<file path="src/rtl/rsa_pkg.sv">
// Shared definitions for the modular-exponentiation controller.
package rsa_pkg;

   typedef enum logic [2:0] {
      IDLE   = 3'd0,
      REDUCE = 3'd1,
      SQR    = 3'd2,
      MUL    = 3'd3,
      DONE   = 3'd4
   } state_t;

   // Remainder operations needed for one run: the base reduction, one
   // square per exponent bit, and one multiply per set exponent bit.
   function automatic int rem_op_count(input logic [31:0] e, input int width);
      int n;
      n = 1 + width;
      for (int k = 0; k < 32; k++) begin
         if (k < width) n += int'(e[k]);
      end
      return n;
   endfunction

endpackage

</file>
<file path="src/rtl/modexp_ctrl_if.sv">
// Toggle-handshake link between the controller and the remainder unit.
interface modexp_ctrl_if #(parameter int MSB = 7);
   logic                 rem_req;
   logic                 rem_ack;
   logic [2*(MSB+1)-1:0] rem_rx_data_1;
   logic [MSB:0]         rem_rx_data_2;
   logic [MSB:0]         rem_tx_data;
   logic                 rem_enable;

   modport master (
      output rem_req, rem_rx_data_1, rem_rx_data_2, rem_enable,
      input  rem_ack, rem_tx_data
   );

   modport slave (
      input  rem_req, rem_rx_data_1, rem_rx_data_2, rem_enable,
      output rem_ack, rem_tx_data
   );
endinterface

</file>
<file path="src/rtl/modexp_ctrl_mul.sv">
// Unsigned full-width combinational multiplier.
module modexp_mul #(
   parameter int MSB = 7
) (
   input  logic [MSB:0]         a,
   input  logic [MSB:0]         b,
   output logic [2*(MSB+1)-1:0] p
);
   localparam int W = MSB + 1;

   // Zero-extend both operands so the product keeps every bit.
   assign p = {{W{1'b0}}, a} * {{W{1'b0}}, b};
endmodule

</file>
<file path="src/rtl/modexp_ctrl.sv">
// Square-and-multiply controller for base^exp mod modulus, using an
// external remainder unit over a toggle req/ack link.
//
// state  | meaning
// IDLE   | waiting for a req toggle
// REDUCE | b = base mod modulus
// SQR    | r = r*r mod modulus for exponent bit i
// MUL    | r = r*b mod modulus when exponent bit i is set
// DONE   | publish result, pulse ack
module modexp_ctrl
   import rsa_pkg::*;
#(
   parameter int MSB = 7
) (
   input  logic          clk,
   input  logic          rstn,
   input  logic          enable,
   input  logic          req,
   output logic          ack,
   input  logic [MSB:0]  base,
   input  logic [MSB:0]  exp,
   input  logic [MSB:0]  modulus,
   output logic [MSB:0]  result,
   output logic          err,
   output logic          overrun,
   output logic [2:0]    cst,
   output logic [2:0]    nst,
   modexp_ctrl_if.master rem
);
   localparam int W  = MSB + 1;
   localparam int IW = (MSB > 0) ? $clog2(MSB + 1) : 1;

   state_t            state_q, state_d;
   logic              req_q;
   logic              toggle, start;
   logic              pend, issue, op_done;
   logic [MSB:0]      base_q, exp_q, mod_q, b_q, r_q, mul_b;
   logic [IW-1:0]     i_q;
   logic [2*W-1:0]    prod, dividend;

   assign toggle  = req ^ req_q;
   assign start   = toggle && (state_q == IDLE) && enable;
   assign op_done = pend && rem.rem_ack;
   assign issue   = enable && !pend &&
                    ((state_q == REDUCE) || (state_q == SQR) || (state_q == MUL));

   assign cst            = state_q;
   assign nst            = state_d;
   assign rem.rem_enable = enable;

   assign mul_b    = (state_q == MUL) ? b_q : r_q;
   assign dividend = (state_q == REDUCE) ? {{W{1'b0}}, base_q} : prod;

   modexp_mul #(.MSB(MSB)) u_mul (
      .a (r_q),
      .b (mul_b),
      .p (prod)
   );

   // State register.
   always_ff @(posedge clk or negedge rstn) begin
      if (!rstn) state_q <= IDLE;
      else       state_q <= state_d;
   end

   // Next-state decode; a step only advances once its remainder result is back.
   always_comb begin
      state_d = state_q;
      if (!enable) begin
         state_d = IDLE;
      end else begin
         case (state_q)
            IDLE:    if (start) state_d = (modulus == '0) ? DONE : REDUCE;
            REDUCE:  if (op_done) state_d = SQR;
            SQR:     if (op_done) begin
                        if (exp_q[i_q])       state_d = MUL;
                        else if (i_q == '0)   state_d = DONE;
                        else                  state_d = SQR;
                     end
            MUL:     if (op_done) state_d = (i_q == '0) ? DONE : SQR;
            DONE:    state_d = IDLE;
            default: state_d = IDLE;
         endcase
      end
   end

   // Operand capture, remainder handshake, accumulator and status flags.
   always_ff @(posedge clk or negedge rstn) begin
      if (!rstn) begin
         req_q             <= 1'b0;
         ack               <= 1'b0;
         result            <= '0;
         err               <= 1'b0;
         overrun           <= 1'b0;
         pend              <= 1'b0;
         base_q            <= '0;
         exp_q             <= '0;
         mod_q             <= '0;
         b_q               <= '0;
         r_q               <= '0;
         i_q               <= '0;
         rem.rem_req       <= 1'b0;
         rem.rem_rx_data_1 <= '0;
         rem.rem_rx_data_2 <= '0;
      end else begin
         req_q <= req;
         ack   <= 1'b0;
         if (toggle && (state_q != IDLE)) overrun <= 1'b1;
         if (!enable) begin
            // Abandon any outstanding operation so a late rem_ack is ignored.
            pend <= 1'b0;
         end else begin
            case (state_q)
               IDLE: begin
                  if (start) begin
                     base_q <= base;
                     exp_q  <= exp;
                     mod_q  <= modulus;
                     err    <= (modulus == '0);
                     r_q    <= '0;
                  end
               end
               REDUCE, SQR, MUL: begin
                  if (issue) begin
                     rem.rem_req       <= ~rem.rem_req;
                     rem.rem_rx_data_1 <= dividend;
                     rem.rem_rx_data_2 <= mod_q;
                     pend              <= 1'b1;
                  end else if (op_done) begin
                     pend <= 1'b0;
                     if (state_q == REDUCE) begin
                        b_q <= rem.rem_tx_data;
                        r_q <= W'(1);
                        i_q <= IW'(MSB);
                     end else begin
                        r_q <= rem.rem_tx_data;
                        // A SQR that moves on to MUL keeps the same bit index.
                        if (i_q != '0 && !(state_q == SQR && exp_q[i_q]))
                           i_q <= i_q - 1'b1;
                     end
                  end
               end
               DONE: begin
                  result <= r_q;
                  ack    <= 1'b1;
               end
               default: ;
            endcase
         end
      end
   end

endmodule

</file>
<file path="src/flat_wrapper.sv">
// flat-port wrapper written by rule: the top's interface ports become plain ports
module modexp_ctrl_flat import rsa_pkg::*;
#(
   parameter int MSB = 7
)
  (clk, rstn, enable, req, ack, base, exp, modulus, result, err, overrun, cst, nst, rem_rem_req, rem_rem_rx_data_1, rem_rem_rx_data_2, rem_rem_enable, rem_rem_ack, rem_rem_tx_data);
  modexp_ctrl_if #(.MSB(MSB)) rem_i ();
  input  logic clk;
  input  logic rstn;
  input  logic enable;
  input  logic req;
  output logic ack;
  input  logic [MSB:0] base;
  input  logic [MSB:0] exp;
  input  logic [MSB:0] modulus;
  output logic [MSB:0] result;
  output logic err;
  output logic overrun;
  output logic [2:0] cst;
  output logic [2:0] nst;
  output wire logic [$bits(rem_i.rem_req)-1:0] rem_rem_req;
  output wire logic [$bits(rem_i.rem_rx_data_1)-1:0] rem_rem_rx_data_1;
  output wire logic [$bits(rem_i.rem_rx_data_2)-1:0] rem_rem_rx_data_2;
  output wire logic [$bits(rem_i.rem_enable)-1:0] rem_rem_enable;
  input wire logic [$bits(rem_i.rem_ack)-1:0] rem_rem_ack;
  input wire logic [$bits(rem_i.rem_tx_data)-1:0] rem_rem_tx_data;
  assign rem_rem_req = rem_i.rem_req;
  assign rem_rem_rx_data_1 = rem_i.rem_rx_data_1;
  assign rem_rem_rx_data_2 = rem_i.rem_rx_data_2;
  assign rem_rem_enable = rem_i.rem_enable;
  assign rem_i.rem_ack = rem_rem_ack;
  assign rem_i.rem_tx_data = rem_rem_tx_data;
  modexp_ctrl #(.MSB(MSB)) u_core (.clk(clk), .rstn(rstn), .enable(enable), .req(req), .ack(ack), .base(base), .exp(exp), .modulus(modulus), .result(result), .err(err), .overrun(overrun), .cst(cst), .nst(nst), .rem(rem_i));
endmodule
</file>
<file path="config.mk">
export PLATFORM = sky130hd
export DESIGN_NAME = modexp_ctrl_flat
export DESIGN_NICKNAME = d
export VERILOG_FILES = /design/src/rtl/rsa_pkg.sv /design/src/rtl/modexp_ctrl_if.sv /design/src/rtl/modexp_ctrl_mul.sv /design/src/rtl/modexp_ctrl.sv /design/src/flat_wrapper.sv
export SDC_FILE = /design/constraint.sdc
export NUM_CORES = 1
export LEC_CHECK = 0
export ABC_CLOCK_PERIOD_IN_PS = 6900
export BUFFER_PORTS_ARGS = -buffer_cell sky130_fd_sc_hd__buf_2
export CAP_MARGIN = 0
export CORE_UTILIZATION = 30
export DETAILED_ROUTE_END_ITERATION = 8
export PLACE_DENSITY = 0.5
export SYNTH_ARGS = -nofsm -noshare
export SYNTH_HDL_FRONTEND = slang
export SYNTH_SLANG_ARGS = --single-unit
export TNS_END_PERCENT = 20
</file>
<file path="constraint.sdc">
create_clock -name clk -period 6.9 [get_ports clk]
set_input_delay 1.035 -clock clk [delete_from_list [all_inputs] [get_ports clk]]
set_output_delay 1.035 -clock clk [all_outputs]
set_load 0.01 [all_outputs]
</file>
; ---- Yosys cells after proc, flatten, opt, wreduce, memory -nomap -nowiden
; Index checks and enable logic that the tools add are counted.
; W data, S select, Z words.
[word_totals]
ff_bits = 84
in_bits = 37
output_inout_bits = 43
elab_cells = 84
[classes]
addsub = 1
mul = 1
n_lt_le_gt_ge = 1
eq_ne = 9
n_mux = 26
bitwise = 3
reduce_logical = 27
[ops]
columns = operator, n
row1 = $mux W8, 5
row2 = $mux W3, 10
row3 = $mul A8 B8 Y16, 1
row4 = $mux W16, 1
row5 = $pmux W8 S2, 1
row6 = $reduce_and A5 Y1, 3
row7 = $pmux W3 S4, 1
row8 = $logic_and A1 B1 Y1, 8
row9 = $logic_not A8 Y1, 1
row10 = $mux W1, 7
row11 = $eq A3 B2 Y1 const B, 2
row12 = $logic_not A3 Y1, 2
row13 = $ne A2 B1 Y1 const B, 3
row14 = $reduce_and A3 Y1, 2
row15 = $reduce_bool A3 Y1, 2
row16 = $lt A3 B4 Y1 const B, 1
row17 = $reduce_and A2 Y1, 2
row18 = $reduce_bool A2 Y1, 2
row19 = $bmux W1 S3, 1
row20 = $eq A3 B1 Y1 const B, 1
row21 = $eq A3 B3 Y1 const B, 1
row22 = $ne A3 B1 Y1 const B, 1
row23 = $reduce_or A3 Y1, 1
row24 = $sub A3 B1 Y3 const B, 1
row25 = other kinds (5), 8

; ---- Longest topological paths before layout
[depth]
depth_word = 7
ltp_mapped = 22
mapped_depth_nobuf = 19

; ---- By module
; Synthesis repeated with hierarchy kept, for this count alone.
[hier_totals]
cells_unflattened = 572
hier_area_um2 = 5901.9
[modules_own_cells]
columns = mod, n_inst, cells_each, area_per_inst_um2
row1 = modexp_ctrl, 1, 319, 3698.5
row2 = modexp_mul, 1, 253, 2203.4

; ---- Least setup slack after synthesis
; OpenSTA, ideal clock, no wires.
[synth_path]
path_type = register -> register
startpoint = register u_core.state_q[1] (netlist: u_core.cst[1])
endpoint = register u_core.rem.rem_rx_data_1[15]
setup_time_ps = 122
arrival_time_ps = 5211
setup_slack_ps = 1567
stages_incl_launch_ff = 20
n_path_buf = 2
cell_sequence = dfrtp_1 buf_2 nor2b_1 buf_4 nand2_2 mux2_2 and2_1 fa_1 fa_1 fa_1 inv_1 fa_1 inv_1 ha_1 o211ai_1 a21oi_1 a211oi_2 o32ai_1 or3_1 a32o_1
[synth_between]
elab_chain_len = 5
word_cells_on_any_way = 11
cone_classes = mul: 1 / eq/ne: 3 / mux: 2 / reduce/logical: 5
[synth_lines]
columns = item, line
row1 = start: declaration, modexp_ctrl.sv:33  ; state_t state_q, state_d;
row2 = start signal: assignment, modexp_ctrl.sv:63  ; else state_q <= state_d;
row3 = "parallel branches: the longest is 5 deep, another holds $mul A8 B8 Y16", n/a
row4 = end signal: assignment, modexp_ctrl.sv:126  ; rem.rem_rx_data_1 <= dividend;
row5 = end: declaration, modexp_ctrl_if.sv:11  ; output rem_req, rem_rx_data_1, rem_rx_data_2, rem_enable,
; Parallel ways; which one is timed is not known.
; A chain may end at the register's enable or synchronous reset.

; ---- Final worst setup path
; Same ends and word-level chain as after synthesis.

==> out/results.ini <==
[global_route]
grt_pass1_wl_mm=20.8
track_usage_pct=13.5
grt_max_degree=85
antenna_found_initial=0
grt_pass1_vias=4145
overflow=0

[synthesis]
synth_cells=525
syn-cell-area_um2=5700
ys_seq_area_share_pct=36.9
synth-seq-cells=84
synth_warnings=0
ys.flop_type=dfrtp_1
synth_edf_count=0
synth_nets=636
syn_avg_cell_area_um2=10.9
synth_cell_type_count=49
async_flop_share_pct=100

[timing]
slew-limit-headroom_pct=28.6
fin_crit_ps=5740
setup_total_negative_slack_ps=0
slew_viol_final=0
period_share_pct=83.1
setup_slack_ps=1160
setup_viol=0
clock_skew_ps=8.17
hold_viol=0
clock.fmax_ghz=0.174
worst_pin_slew_ps=1070
hold-worst-slack_ps=473
rsz0062_at_grt=false

[drt]
drt_wl_total_mm=12.2
wire_per_inst_um=14.6
drc=0
drtIter0Drc=88
vias=4006
ant_nets=0
via_per_inst=4.80
firstDrtPassIters=4

[worst_hold_path]
min_path_cells=1
hold_path_class=reg -> reg

[placement]
dp_hpwl_mm=9.51
dp_slack_ps=1160
dp_cells=818
routabilityCongestion=0.823
portBuffers=79

[clock_network]
ctsHoldBuffers=0
cts.htree.levels=3
cts_resized=0
cts_root_buffer=clkbuf_16
cts_tree=done
clock-sinks=84
cts_inserted_buffers=9
cts_setup_buffers=0
clk_pin_slew_worst_paths_ps=60
clk_latency_ps=350
clockBufferDepth=2

[floorplan]
initial_core_util_pct=30.6
die_y_um=140
rows=50
io_pins=80
dieWidth_um=140
fp.coreArea_um2=18600
dieArea_um2=19600

[pwr]
max-vdd-ir-drop_v=0.000148
power.density_nw_per_um2=199
leakagePower_nw=3.30
totalPowerFinal_mw=1.31

[setup_path]
critPathArrivalTime_ps=5980
cp_max_fo=16
rr_worst_depth=18
endpoint_kind=flip-flop
worst-setup-path-type=reg -> reg
start_kind=flip-flop
cp.required_ps=7140

[layout]
multi_input_area_um2=3270
layout-drive-gt1-share_pct=26.0
nets=706
area_growth_pct=15.1
finalNonFillerCells=834
n_fill_cell=1899
register_area_um2=2100
n_antenna_cell=0

[job]
drv_cap=0

[outcome]
status=completed

==> path summary, 6_finish.rpt <==
check / from / endpoint / slack, ps
hold / removal: u_core.overrun / u_core.overrun / 470
min in group asynchronous: rstn / u_core.cst[0] / 880
setup reg to reg: u_core.cst[1] / u_core.rem.rem_rx_data_1[15] / 1160
max in group asynchronous: rstn / u_core.rem.rem_rx_data_1[5] / 5330
hold reg to reg: u_core.overrun / u_core.overrun / 470
setup / recovery: u_core.cst[1] / u_core.rem.rem_rx_data_1[15] / 1160
==> synth_stat cells (2+ instances only) <==
library cell	n	share of area (%)
nor2_1	15	0.99
nand3_1	5	0.44
and2_1	8	0.88
mux2i_1	13	2.3
clkbuf_1	11	0.72
dfrtp_1	84	37
mux2_2	50	9.9
nand4_1	4	0.44
buf_6	4	0.79
nor3_1	3	0.26
a31oi_1	2	0.22
o21a_1	6	0.79
nor2b_1	40	4.4
nor3b_1	2	0.26
o21ai_1	7	0.61
inv_1	52	3.4
o21ai_0	17	1.5
a22o_1	6	0.92
nand2_1	40	2.6
a21oi_1	19	1.7
buf_4	3	0.39
o31ai_1	3	0.39
xnor2_1	9	1.4
nand3b_1	2	0.26
ha_1	38	8.3
nand2b_4	2	0.48
buf_2	7	0.61
a21o_1	4	0.53
fa_1	36	13
xor2_1	4	0.61
nor4_1	2	0.22
nand2b_1	10	1.1
==> sequential cells by signal, summed over array words and instances, names as in the netlist <==
signal / count
u_core.rem.rem_rx_data_1: 16
u_core.b_q: 8
u_core.base_q: 8
u_core.exp_q: 8
u_core.mod_q: 8
u_core.r_q: 8
u_core.rem.rem_rx_data_2: 8
u_core.result: 8
u_core.cst: 3
u_core.i_q: 3
u_core.ack: 1
u_core.err: 1
u_core.overrun: 1
u_core.pend: 1
u_core.rem.rem_req: 1
u_core.req_q: 1
==> metal layers <==
metal / track usage [%] / vias up / wire (µm)
li1: - / 1883 / -
met1: 17.2 / 2005 / 5320
met2: 22.4 / 107 / 6090
met3: 3.20 / 11 / 631
met4: 4.57 / 0 / 156
met5: 0 / - / 0
==> worst max-delay path, cell delays in order (launching register included) <==
cell	delay [ps]
dfrtp_1	540
nor2b_1	240
nand2_2	260
mux2i_1	560
nand2b_1	210
fa_1	450
fa_1	550
inv_1	60
fa_1	530
inv_1	50
fa_1	530
inv_1	40
ha_1	350
o211ai_1	110
a21oi_1	70
a211oi_2	300
o32ai_1	170
or3_1	360
a32o_1	250
==> kinds of logic after synthesis <==
kind of cell,synth area share [%]
AOI/OAI and AO/OA,8.25
adders and majority gates,21.0
and+or+nand+nor,13.0
buffers and inverters,5.95
DFF,36.9
xor gates and xnor gates,2.00
muxes,13.0
==> cells in the final DEF, fill, tap and decap left out, types with 2 or more instances in the layout <==
cell type and n:
clkinvlp_4 2, o31ai_1 3, inv_1 52, nor2b_1 40
o21ai_0 17, clkbuf_16 9, dfrtp_1 84, nand3_1 5
nand2b_4 2, o21a_1 6, mux2_2 50, nand2b_1 10
buf_4 6, nand2_1 40, buf_2 78, mux2i_1 13
nor4_1 2, clkbuf_1 2, xnor2_1 9, nand4_1 4
o21ai_1 7, nand3b_1 2, a22o_1 6, xor2_1 4
fa_1 36, a21oi_1 19, a21o_1 4, nor2_1 15
and2_1 8, nor3_1 3, a31oi_1 2, ha_1 38
==> metrics by stage <==
| stage | util (%) | area [µm²] |
|---|---|---|
| 2_1_floorplan | - | 5700 |
| 3_3_place_gp | 33.8 | 6290 |
| 3_5_place_dp | 33.8 | 6290 |
| 4_1_cts | 35.2 | 6560 |
| 5_1_grt | 35.2 | 6560 |
| 6_report | 35.2 | 6560 |
==> report_power, final <==
group          switching (mW)  internal (mW)  total (mW)  leakage, nW
clock                   0.198          0.245       0.443        0.126
sequential             0.0542          0.579       0.633         1.08
combinational           0.109          0.121       0.230         2.09
==> layout make-up <==
class / count / area share [%]
multi-input cells: 364 / 49.8
clock inverters: 5 / 0.572
flip-flops and latches: 84 / 32.0
inverters: 52 / 2.97
clock buffers: 11 / 3.55
well taps: 234 / 4.46
repair buffers: 84 / 6.63
(Power assumes the default switching activity.)
